**src/rtl/tg68k_cache_pkg.sv**
```systemverilog
// Shared types and constants for the 68030 cache line fetcher.
//   state_e    : fetcher FSM states
//   LINE_WORDS : 16-bit words in one cache line
//   OFS_W      : width of the word index within a line
//   ERR_WORD   : data returned in place of a word whose read timed out
package tg68k_cache_pkg;

  typedef enum logic [2:0] {
    IDLE,
    LEAD,
    ISSUE,
    WAIT,
    ACK,
    RELEASE
  } state_e;

  localparam int          LINE_WORDS = 8;
  localparam int          OFS_W      = $clog2(LINE_WORDS);
  localparam logic [15:0] ERR_WORD   = 16'hFFFF;

endpackage

```
**src/rtl/cache_line_fetcher.sv**
```systemverilog
// Cache line fetcher: takes a line-fill request from the CPU bus wrapper,
// reads the line from one SDRAM client port as ascending 16-bit words and
// hands each word back as a one-cycle cache_ack pulse.
//
// Ports
//   clk, nreset                  clock, async active-low reset
//   cache_req/addr/burst/len     fill request from the wrapper (level)
//   cache_data, cache_ack        returned word and its one-cycle strobe
//   mem_req/addr/burst           word read request towards SDRAM
//   mem_rdata, mem_valid         read data and its one-cycle strobe
//   busy                         high whenever the FSM is not in IDLE
//   err_timeout                  one-cycle pulse when a word timed out
//
// state   | meaning
// IDLE    | waiting for cache_req
// LEAD    | optional data-less arming ack
// ISSUE   | present the next word address, load the timer
// WAIT    | mem_req high until mem_valid or timer expiry
// ACK     | cache_ack/cache_data high for one cycle
// RELEASE | line done; hold until the wrapper moves off this line
module cache_line_fetcher
  import tg68k_cache_pkg::*;
#(
  parameter int ADDR_W   = 24,
  parameter int TIMEOUT  = 255,
  parameter bit LEAD_ACK = 1'b1
) (
  input  logic              clk,
  input  logic              nreset,
  input  logic              cache_req,
  input  logic [31:0]       cache_addr,
  input  logic              cache_burst,
  input  logic [2:0]        cache_burst_len,
  output logic [15:0]       cache_data,
  output logic              cache_ack,
  output logic              mem_req,
  output logic [ADDR_W-1:0] mem_addr,
  output logic              mem_burst,
  input  logic [15:0]       mem_rdata,
  input  logic              mem_valid,
  output logic              busy,
  output logic              err_timeout
);

  localparam int TMR_W = ($clog2(TIMEOUT + 1) > 8) ? $clog2(TIMEOUT + 1) : 8;
  localparam logic [TMR_W-1:0] TMR_LOAD = TMR_W'(TIMEOUT);

  state_e            state_q, state_d;
  logic [27:0]       line_q, line_d;
  logic [OFS_W-1:0]  last_q, last_d;
  logic [OFS_W-1:0]  w_q, w_d;
  logic              burst_q, burst_d;
  logic [TMR_W-1:0]  tmr_q, tmr_d;
  logic [15:0]       cache_data_q, cache_data_d;
  logic              cache_ack_q, cache_ack_d;
  logic              mem_req_q, mem_req_d;
  logic [ADDR_W-1:0] mem_addr_q, mem_addr_d;
  logic              mem_burst_q, mem_burst_d;
  logic              busy_q, busy_d;
  logic              err_timeout_q, err_timeout_d;

  // Line is always fetched from offset 0, so the low address bits are dropped.
  logic unused_addr_bits;
  assign unused_addr_bits = ^cache_addr[3:0];

  always_comb begin
    state_d       = state_q;
    line_d        = line_q;
    last_d        = last_q;
    w_d           = w_q;
    burst_d       = burst_q;
    tmr_d         = tmr_q;
    cache_data_d  = cache_data_q;
    cache_ack_d   = 1'b0;
    mem_req_d     = mem_req_q;
    mem_addr_d    = mem_addr_q;
    mem_burst_d   = mem_burst_q;
    err_timeout_d = 1'b0;

    unique case (state_q)
      IDLE: begin
        if (cache_req) begin
          line_d  = cache_addr[31:4];
          last_d  = cache_burst_len;
          burst_d = cache_burst;
          w_d     = '0;
          if (LEAD_ACK) begin
            state_d      = LEAD;
            cache_ack_d  = 1'b1;
            cache_data_d = '0;
          end else begin
            state_d = ISSUE;
          end
        end
      end
      LEAD: state_d = ISSUE;
      ISSUE: begin
        mem_req_d   = 1'b1;
        mem_addr_d  = ADDR_W'({line_q, w_q, 1'b0});
        mem_burst_d = burst_q;
        tmr_d       = TMR_LOAD;
        state_d     = WAIT;
      end
      WAIT: begin
        // Real data is checked first so it wins a same-cycle expiry.
        if (mem_valid) begin
          mem_req_d    = 1'b0;
          cache_ack_d  = 1'b1;
          cache_data_d = mem_rdata;
          state_d      = ACK;
        end else if (tmr_q == '0) begin
          mem_req_d     = 1'b0;
          cache_ack_d   = 1'b1;
          cache_data_d  = ERR_WORD;
          err_timeout_d = 1'b1;
          state_d       = ACK;
        end else begin
          tmr_d = tmr_q - 1'b1;
        end
      end
      ACK: begin
        if (w_q == last_q) begin
          mem_burst_d = 1'b0;
          state_d     = RELEASE;
        end else begin
          w_d     = w_q + 1'b1;
          state_d = ISSUE;
        end
      end
      RELEASE: begin
        // Stay until the wrapper stops asking for this line, so its
        // completion pulse cannot trigger a refetch of the same line.
        if (!cache_req || (cache_addr[31:4] != line_q)) begin
          state_d = IDLE;
        end
      end
      default: state_d = IDLE;
    endcase

    busy_d = (state_d != IDLE);
  end

  always_ff @(posedge clk or negedge nreset) begin
    if (!nreset) begin
      state_q       <= IDLE;
      line_q        <= '0;
      last_q        <= '0;
      w_q           <= '0;
      burst_q       <= 1'b0;
      tmr_q         <= '0;
      cache_data_q  <= '0;
      cache_ack_q   <= 1'b0;
      mem_req_q     <= 1'b0;
      mem_addr_q    <= '0;
      mem_burst_q   <= 1'b0;
      busy_q        <= 1'b0;
      err_timeout_q <= 1'b0;
    end else begin
      state_q       <= state_d;
      line_q        <= line_d;
      last_q        <= last_d;
      w_q           <= w_d;
      burst_q       <= burst_d;
      tmr_q         <= tmr_d;
      cache_data_q  <= cache_data_d;
      cache_ack_q   <= cache_ack_d;
      mem_req_q     <= mem_req_d;
      mem_addr_q    <= mem_addr_d;
      mem_burst_q   <= mem_burst_d;
      busy_q        <= busy_d;
      err_timeout_q <= err_timeout_d;
    end
  end

  assign cache_data  = cache_data_q;
  assign cache_ack   = cache_ack_q;
  assign mem_req     = mem_req_q;
  assign mem_addr    = mem_addr_q;
  assign mem_burst   = mem_burst_q;
  assign busy        = busy_q;
  assign err_timeout = err_timeout_q;

endmodule

```
**config.mk**
```make
export PLATFORM = sky130hd
export DESIGN_NAME = cache_line_fetcher
export DESIGN_NICKNAME = d
export VERILOG_FILES = /design/src/rtl/tg68k_cache_pkg.sv /design/src/rtl/cache_line_fetcher.sv
export SDC_FILE = /design/constraint.sdc
export NUM_CORES = 1
export LEC_CHECK = 0
export ABC_CLOCK_PERIOD_IN_PS = 1500
export BUFFER_PORTS_ARGS = -buffer_cell sky130_fd_sc_hd__buf_2
export CAP_MARGIN = 10
export CORE_MARGIN = 10
export CORE_UTILIZATION = 48
export DETAILED_ROUTE_END_ITERATION = 16
export PLACE_DENSITY = 0.82
export SLEW_MARGIN = 40
export SYNTH_ARGS = -nofsm -noshare
export SYNTH_HDL_FRONTEND = slang
export SYNTH_SLANG_ARGS = --single-unit
```
**constraint.sdc**
```tcl
create_clock -name clk -period 1.5 [get_ports clk]
set_input_delay 0.075 -clock clk [delete_from_list [all_inputs] [get_ports clk]]
set_output_delay 0.075 -clock clk [all_outputs]
set_load 0.02 [all_outputs]
```
; ---- After elaboration in Yosys (flattened, before gate mapping)
; Cells that the tools add are included.
; Widths: inputs -> output; s select.
[classes]
addsub = 2
eq_ne = 13
n_mux = 27
n_reduce_logical = 15
[ops]
columns = op, n
row1 = $mux 16, 3
row2 = $pmux 16 s2, 1
row3 = $ne 28x28->1, 1
row4 = $mux 3, 7
row5 = $pmux 3 s6, 1
row6 = $mux 8, 2
row7 = $pmux 8 s2, 1
row8 = $ne 2x2->1 const B, 5
row9 = $reduce_and 3->1, 3
row10 = $logic_not 8->1, 1
row11 = $mux 1, 8
row12 = $reduce_bool 2->1, 4
row13 = $sub 8x1->8 const B, 1
row14 = $eq 3x2->1 const B, 2
row15 = $eq 3x3->1 const B, 2
row16 = $pmux 1 s2, 3
row17 = $pmux 3 s2, 1
row18 = $reduce_and 2->1, 3
row19 = $add 3x1->3 const B, 1
row20 = $eq 3x1->1 const B, 1
row21 = $eq 3x3->1, 1
row22 = $logic_not 3->1, 1
row23 = $ne 3x3->1 const B, 1
row24 = $reduce_bool 3->1, 1
row25 = 2 further kinds, 2
[word_totals]
regBits = 90
input_bits = 56
wordCells = 70

; ---- Logic depth before layout (Yosys ltp)
[logic_depth]
word_depth = 5
mapped_depth = 7
ltp_nobuf = 6

; ---- Worst setup path before layout
; No wires, ideal clock.
[synth_path]
path_type = register to register
startpoint = reg tmr_q[4]
endpoint = reg cache_data_q[10] (netlist: cache_data[10])
setup_ns = 0.067
arrival_time_ns = 1.598
t_required_ns = 1.433
setup_slack_ns = -0.165
stages_incl_launch_ff = 6
path_buffers = 1
period_less_slack_ns = 1.665
path_cell_list = dfrtp_1 -> nor4_4 -> a31oi_2 -> nor3_4 -> buf_6 -> o221a_1
[synth_between]
elab_chain_cells = 3
[synth_lines]
columns = element, line_no
row1 = "start, declared", cache_line_fetcher.sv:53  ; logic [TMR_W-1:0] tmr_q, tmr_d;
row2 = "start signal, assigned", cache_line_fetcher.sv:164  ; tmr_q <= tmr_d;
row3 = $logic_not 8->1, cache_line_fetcher.sv:111  ; end else if (tmr_q == '0) begin
row4 = $ne 3x3->1 (no source line), n/a
row5 = $reduce_and 3->1 (no source line), n/a
row6 = "end signal, assigned", cache_line_fetcher.sv:165  ; cache_data_q <= cache_data_d;
row7 = "end, declared", cache_line_fetcher.sv:54  ; logic [15:0] cache_data_q, cache_data_d;
; Every way passes these cells.
; A chain may end at the register's enable or synchronous reset.

; ---- Worst setup path after layout
[layout_path]
startpoint = reg tmr_q[0]
endpoint = reg tmr_q[6]
[layout_between]
elab_chain_cells = 4
word_cells_on_any_way = 7
classes_between = add/sub (1) / eq/ne (1) / mux (3) / reduce/logical (2)
[layout_lines]
columns = element, line_no
row1 = $sub 8x1->8, cache_line_fetcher.sv:118  ; tmr_d = tmr_q - 1'b1;
row2 = $mux 8, cache_line_fetcher.sv:111
row3 = $mux 8, cache_line_fetcher.sv:106  ; if (mem_valid) begin
row4 = $pmux 8 s2, cache_line_fetcher.sv:80  ; unique case (state_q)
; Parallel ways exist; a longest one is shown, timed or not. The select of a mux whose other input is x is not followed.

==> run_results.csv <==
group,metric,value,unit
worst_setup_path,critPathKind,"flop to flop",
sta,rsz0062_at_grt,"true",
cells_and_area,fill_cells,552,
sta,relSlewSlack,63.6,%
sta,setup_viol,28,
clock_network,clockBufferDepth,2,
power,p_per_area,1940,nW/um^2
clock_network,cts.sinks,90,
floorplanning,start_util,50.1,%
sta,period_share,113,%
logic_synthesis,synth_area_leaders,"dfrtp_1 (57%), nand2_1 (17%), xnor2_1 (4.2%), xor2_1 (3.6%), o221a_2 (2.6%)",
min_path,hold_path_class,"input pin to flop",
logic_synthesis,yosysWarnings,0,
worst_setup_path,crit_path_max_fanout,5,
place,dp_hpwl,7530,um
job,max_cap_viol_count,0,
logic_synthesis,yosysTopAreaCell,"dfrtp_1",
sta,setup-tns-final,-2760,ps
logic_synthesis,mappedNetlistArea,3930,sq um
cells_and_area,layout-drive-gt1-share,30.1,%
place,io_buffer_count,95,
logic_synthesis,synth_edf_count,0,
logic_synthesis,synth_top_area_share,57.3,%
logic_synthesis,synth.avg_cell_area,9.66,sq um
clock_network,tritoncts,"built",
routing,met1_length,4640,um
routing,wl_met3,658,um
clock_network,clockRootBuffer,"clkbuf_8",
clock_network,clk_pin_slew,80,ps
power,power_frac_seq,38.8,%
sta,setup_ws,-198,ps
cells_and_area,multi_input_area,1700,sq um
global_route,grt_overflow,0,
routing,dr_wl_met2,5800,um
global_route,grt_first_pass_wirelength,18600,um
worst_setup_path,crit_path_start_kind,"flop",
cells_and_area,area_delta_synth_final,42.0,%
routing,vias_per_cell,5.17,
global_route,antenna_found_initial,1,
logic_synthesis,synth_cell_types,36,
worst_setup_path,slowest_stage,"dfrtp_1",
worst_setup_path,arrival,1930,ps
global_route,grt_max_degree,41,
sta,finalHoldViolCount,0,
worst_setup_path,regToRegStartpoint,"tmr_q[0]$_DFFE_PN0P_",
logic_synthesis,syn-instance-count,407,
worst_setup_path,worstPathRequired,1740,ps
logic_synthesis,synth_nets,466,
clock_network,numCtsBuffers,9,
routing,drc_errors,0,
global_route,grt_pass1_vias,3648,
floorplanning,die_x,111,um
floorplanning,die_h,111,um
clock_network,clk_latency,350,ps
routing,postRouteAntennaNets,0,
run_status,violations,"setup timing",
sta,worst_pin_slew,546,ps
worst_setup_path,reg2reg_depth,7,
routing,drt-pass1-iter-count,4,
sta,drv_slew,0,
run_status,status,"finished with violations",
power,total_power,10.8,mW
power,internal_power,6.44,mW
routing,drt_iter0_drc,190,
routing,wl_per_cell,16.6,um
floorplanning,num_rows,32,
worst_setup_path,cp-startpoint,"tmr_q[0]$_DFFE_PN0P_",
power,pwr-share-clk,16.9,%
logic_synthesis,seq_area_frac_synth,57.3,%
min_path,hold_start,"mem_rdata[3]",
min_path,whs_path_depth,2,
global_route,track_usage,18.1,%
logic_synthesis,synth_ff_type,"dfrtp_1",
worst_setup_path,slowest_delay,380,ps
cells_and_area,register_area,2250,sq um
cells_and_area,final_core_util,71.2,%
logic_synthesis,async_reset_ff_share,100,%
routing,vias,3534,
floorplanning,die-area,12200,sq um
routing,routed_wl,11300,um
power,p_comb_share,44.3,%
power,switching_share,40.5,%
sta,fin_worst_skew,6.53,ps
clock_network,htree_levels,3,
worst_setup_path,worst_setup_path_end_kind,"flop",
cells_and_area,nets,635,
routing,top_layer_used,"met4",
floorplanning,io_pins,101,
sta,clock.fmax,0.589,GHz
sta,layout_min_cycle_time,1700,ps
place,routabilityCongestion,0.823,
logic_synthesis,ys_ff_latch,90,
floorplanning,core-area,7850,sq um
power,ir_drop,0.00133,V
power,p_sw,4.39,mW
power,p_leak,2.83,nW
worst_setup_path,crit_chain,"inv_1 -> ha_1 -> a31oi_1 -> buf_4 -> nand4b_1 -> xor2_1 -> nand2_1",
==> state kept, by name, summed over array words and instances (netlist names) <==
register	flops
mem_burst	1
err_timeout	1
busy	1
last_q	3
burst_q	1
line_q	28
w_q	3
cache_ack	1
mem_addr	23
mem_req	1
state_q	3
tmr_q	8
cache_data	16
==> critical path, delay by kind of cell (launching register included) <==
kind            cells  cell delay (ps)
fa+ha+maj           1              250
flops               1              380
compound gates      1              280
buf+inv             2              280
simple gates        2              180
xor+xnor            1              210
==> final timing paths <==
check	slack, ps	end
worst min register to register	480	mem_burst$_DFFE_PN0P_
max in group asynchronous	720	tmr_q[7]$_DFFE_PN0P_
worst min-delay path	20	cache_data[3]$_DFFE_PN0P_
worst max-delay path	-200	tmr_q[6]$_DFFE_PN0P_
worst max register to register	-200	tmr_q[6]$_DFFE_PN0P_
min in group asynchronous	250	cache_data[0]$_DFFE_PN0P_
==> layout make-up <==
cell class | count | area share [%]
Inverter | 3 | 0.202
Sequential cell | 90 | 40.3
Multi-Input combinational cell | 295 | 30.4
Clock buffer | 12 | 2.60
Tap cell | 102 | 2.29
Timing Repair Buffer | 177 | 22.8
Antenna cell | 1 | 0.0448
Clock inverter | 4 | 1.34
==> cells in the mapped netlist (2+ instances only) <==
master and n:
nand2_1 181, dfrtp_1 90, xnor2_1 19, clkbuf_1 16, xor2_1 16, nor2_1 9, o221a_2 9, nor3_1 7
o221a_1 7, nand3_1 6, nand4_1 6, a21oi_1 4, nor4_1 4, ha_1 3, inv_1 3, o21ai_0 3
mux2i_1 2, nand3b_1 2, nand4b_1 2, o21ai_1 2
==> placed cells by master, fill, tap and decap left out, types with 4 or more instances in the layout <==
master and n:
nand4_1 6, buf_2 94, xnor2_1 18, xor2_1 16, nor3_2 4, buf_12 4
clkbuf_8 10, nand3_1 4, buf_4 29, nor2_1 7, o221a_1 7, dlygate4sd3_1 48
o221a_2 9, nand2_1 179, dfrtp_1 90
==> power by group through the flow <==
stage	logic, mW	registers (mW)	clock network, mW
4_1_cts	4.63	4.17	1.85
3_5_place_dp	4.45	4.21	0
3_3_place_gp	4.29	4.13	0
2_1_floorplan	2.20	4.76	0
6_report	4.79	4.20	1.83
5_1_grt	5.29	4.31	1.96
==> routing by layer <==
layer | vias up | global-route usage, %
li1 | 1665 | -
met1 | 1703 | 22.6
met2 | 140 | 29.3
met3 | 26 | 4.21
met4 | 0 | 7.34
met5 | - | 0
==> per-stage QoR <==
step                      cells  area, sq um  hold WS [ps]  setup WS (ps)
final                       684         5580          22.1           -198
after global routing        684         5580          8.90           -287
after CTS                   678         5460          8.00          -65.9
after detailed placement    610         4710           101          -44.1
after global placement      610         4710          89.8          -33.8
after floorplan             407         3940          -221          -85.4
==> logic make-up after synthesis <==
family / share of synthesized area, %
other: 0.0954
AO/OA/AOI/OAI: 6.21
multiplexers: 0.509
XOR/XNOR: 7.80
AND/OR/NAND/NOR: 24.7
buffers and inverters: 2.42
adder cells (fa/ha/maj): 0.955
flip-flops: 57.3
==> repair_timing <==
item                                    CTS  global route
endpoints found under the hold margin    84             0
gates resized for setup                   5            22
buffers inserted                          4             4
gates cloned                              0             1
endpoints found under the setup margin   24            33
hold buffers                             48             0
pin swaps                                 7            13
Power figures use the tool's default switching activity.
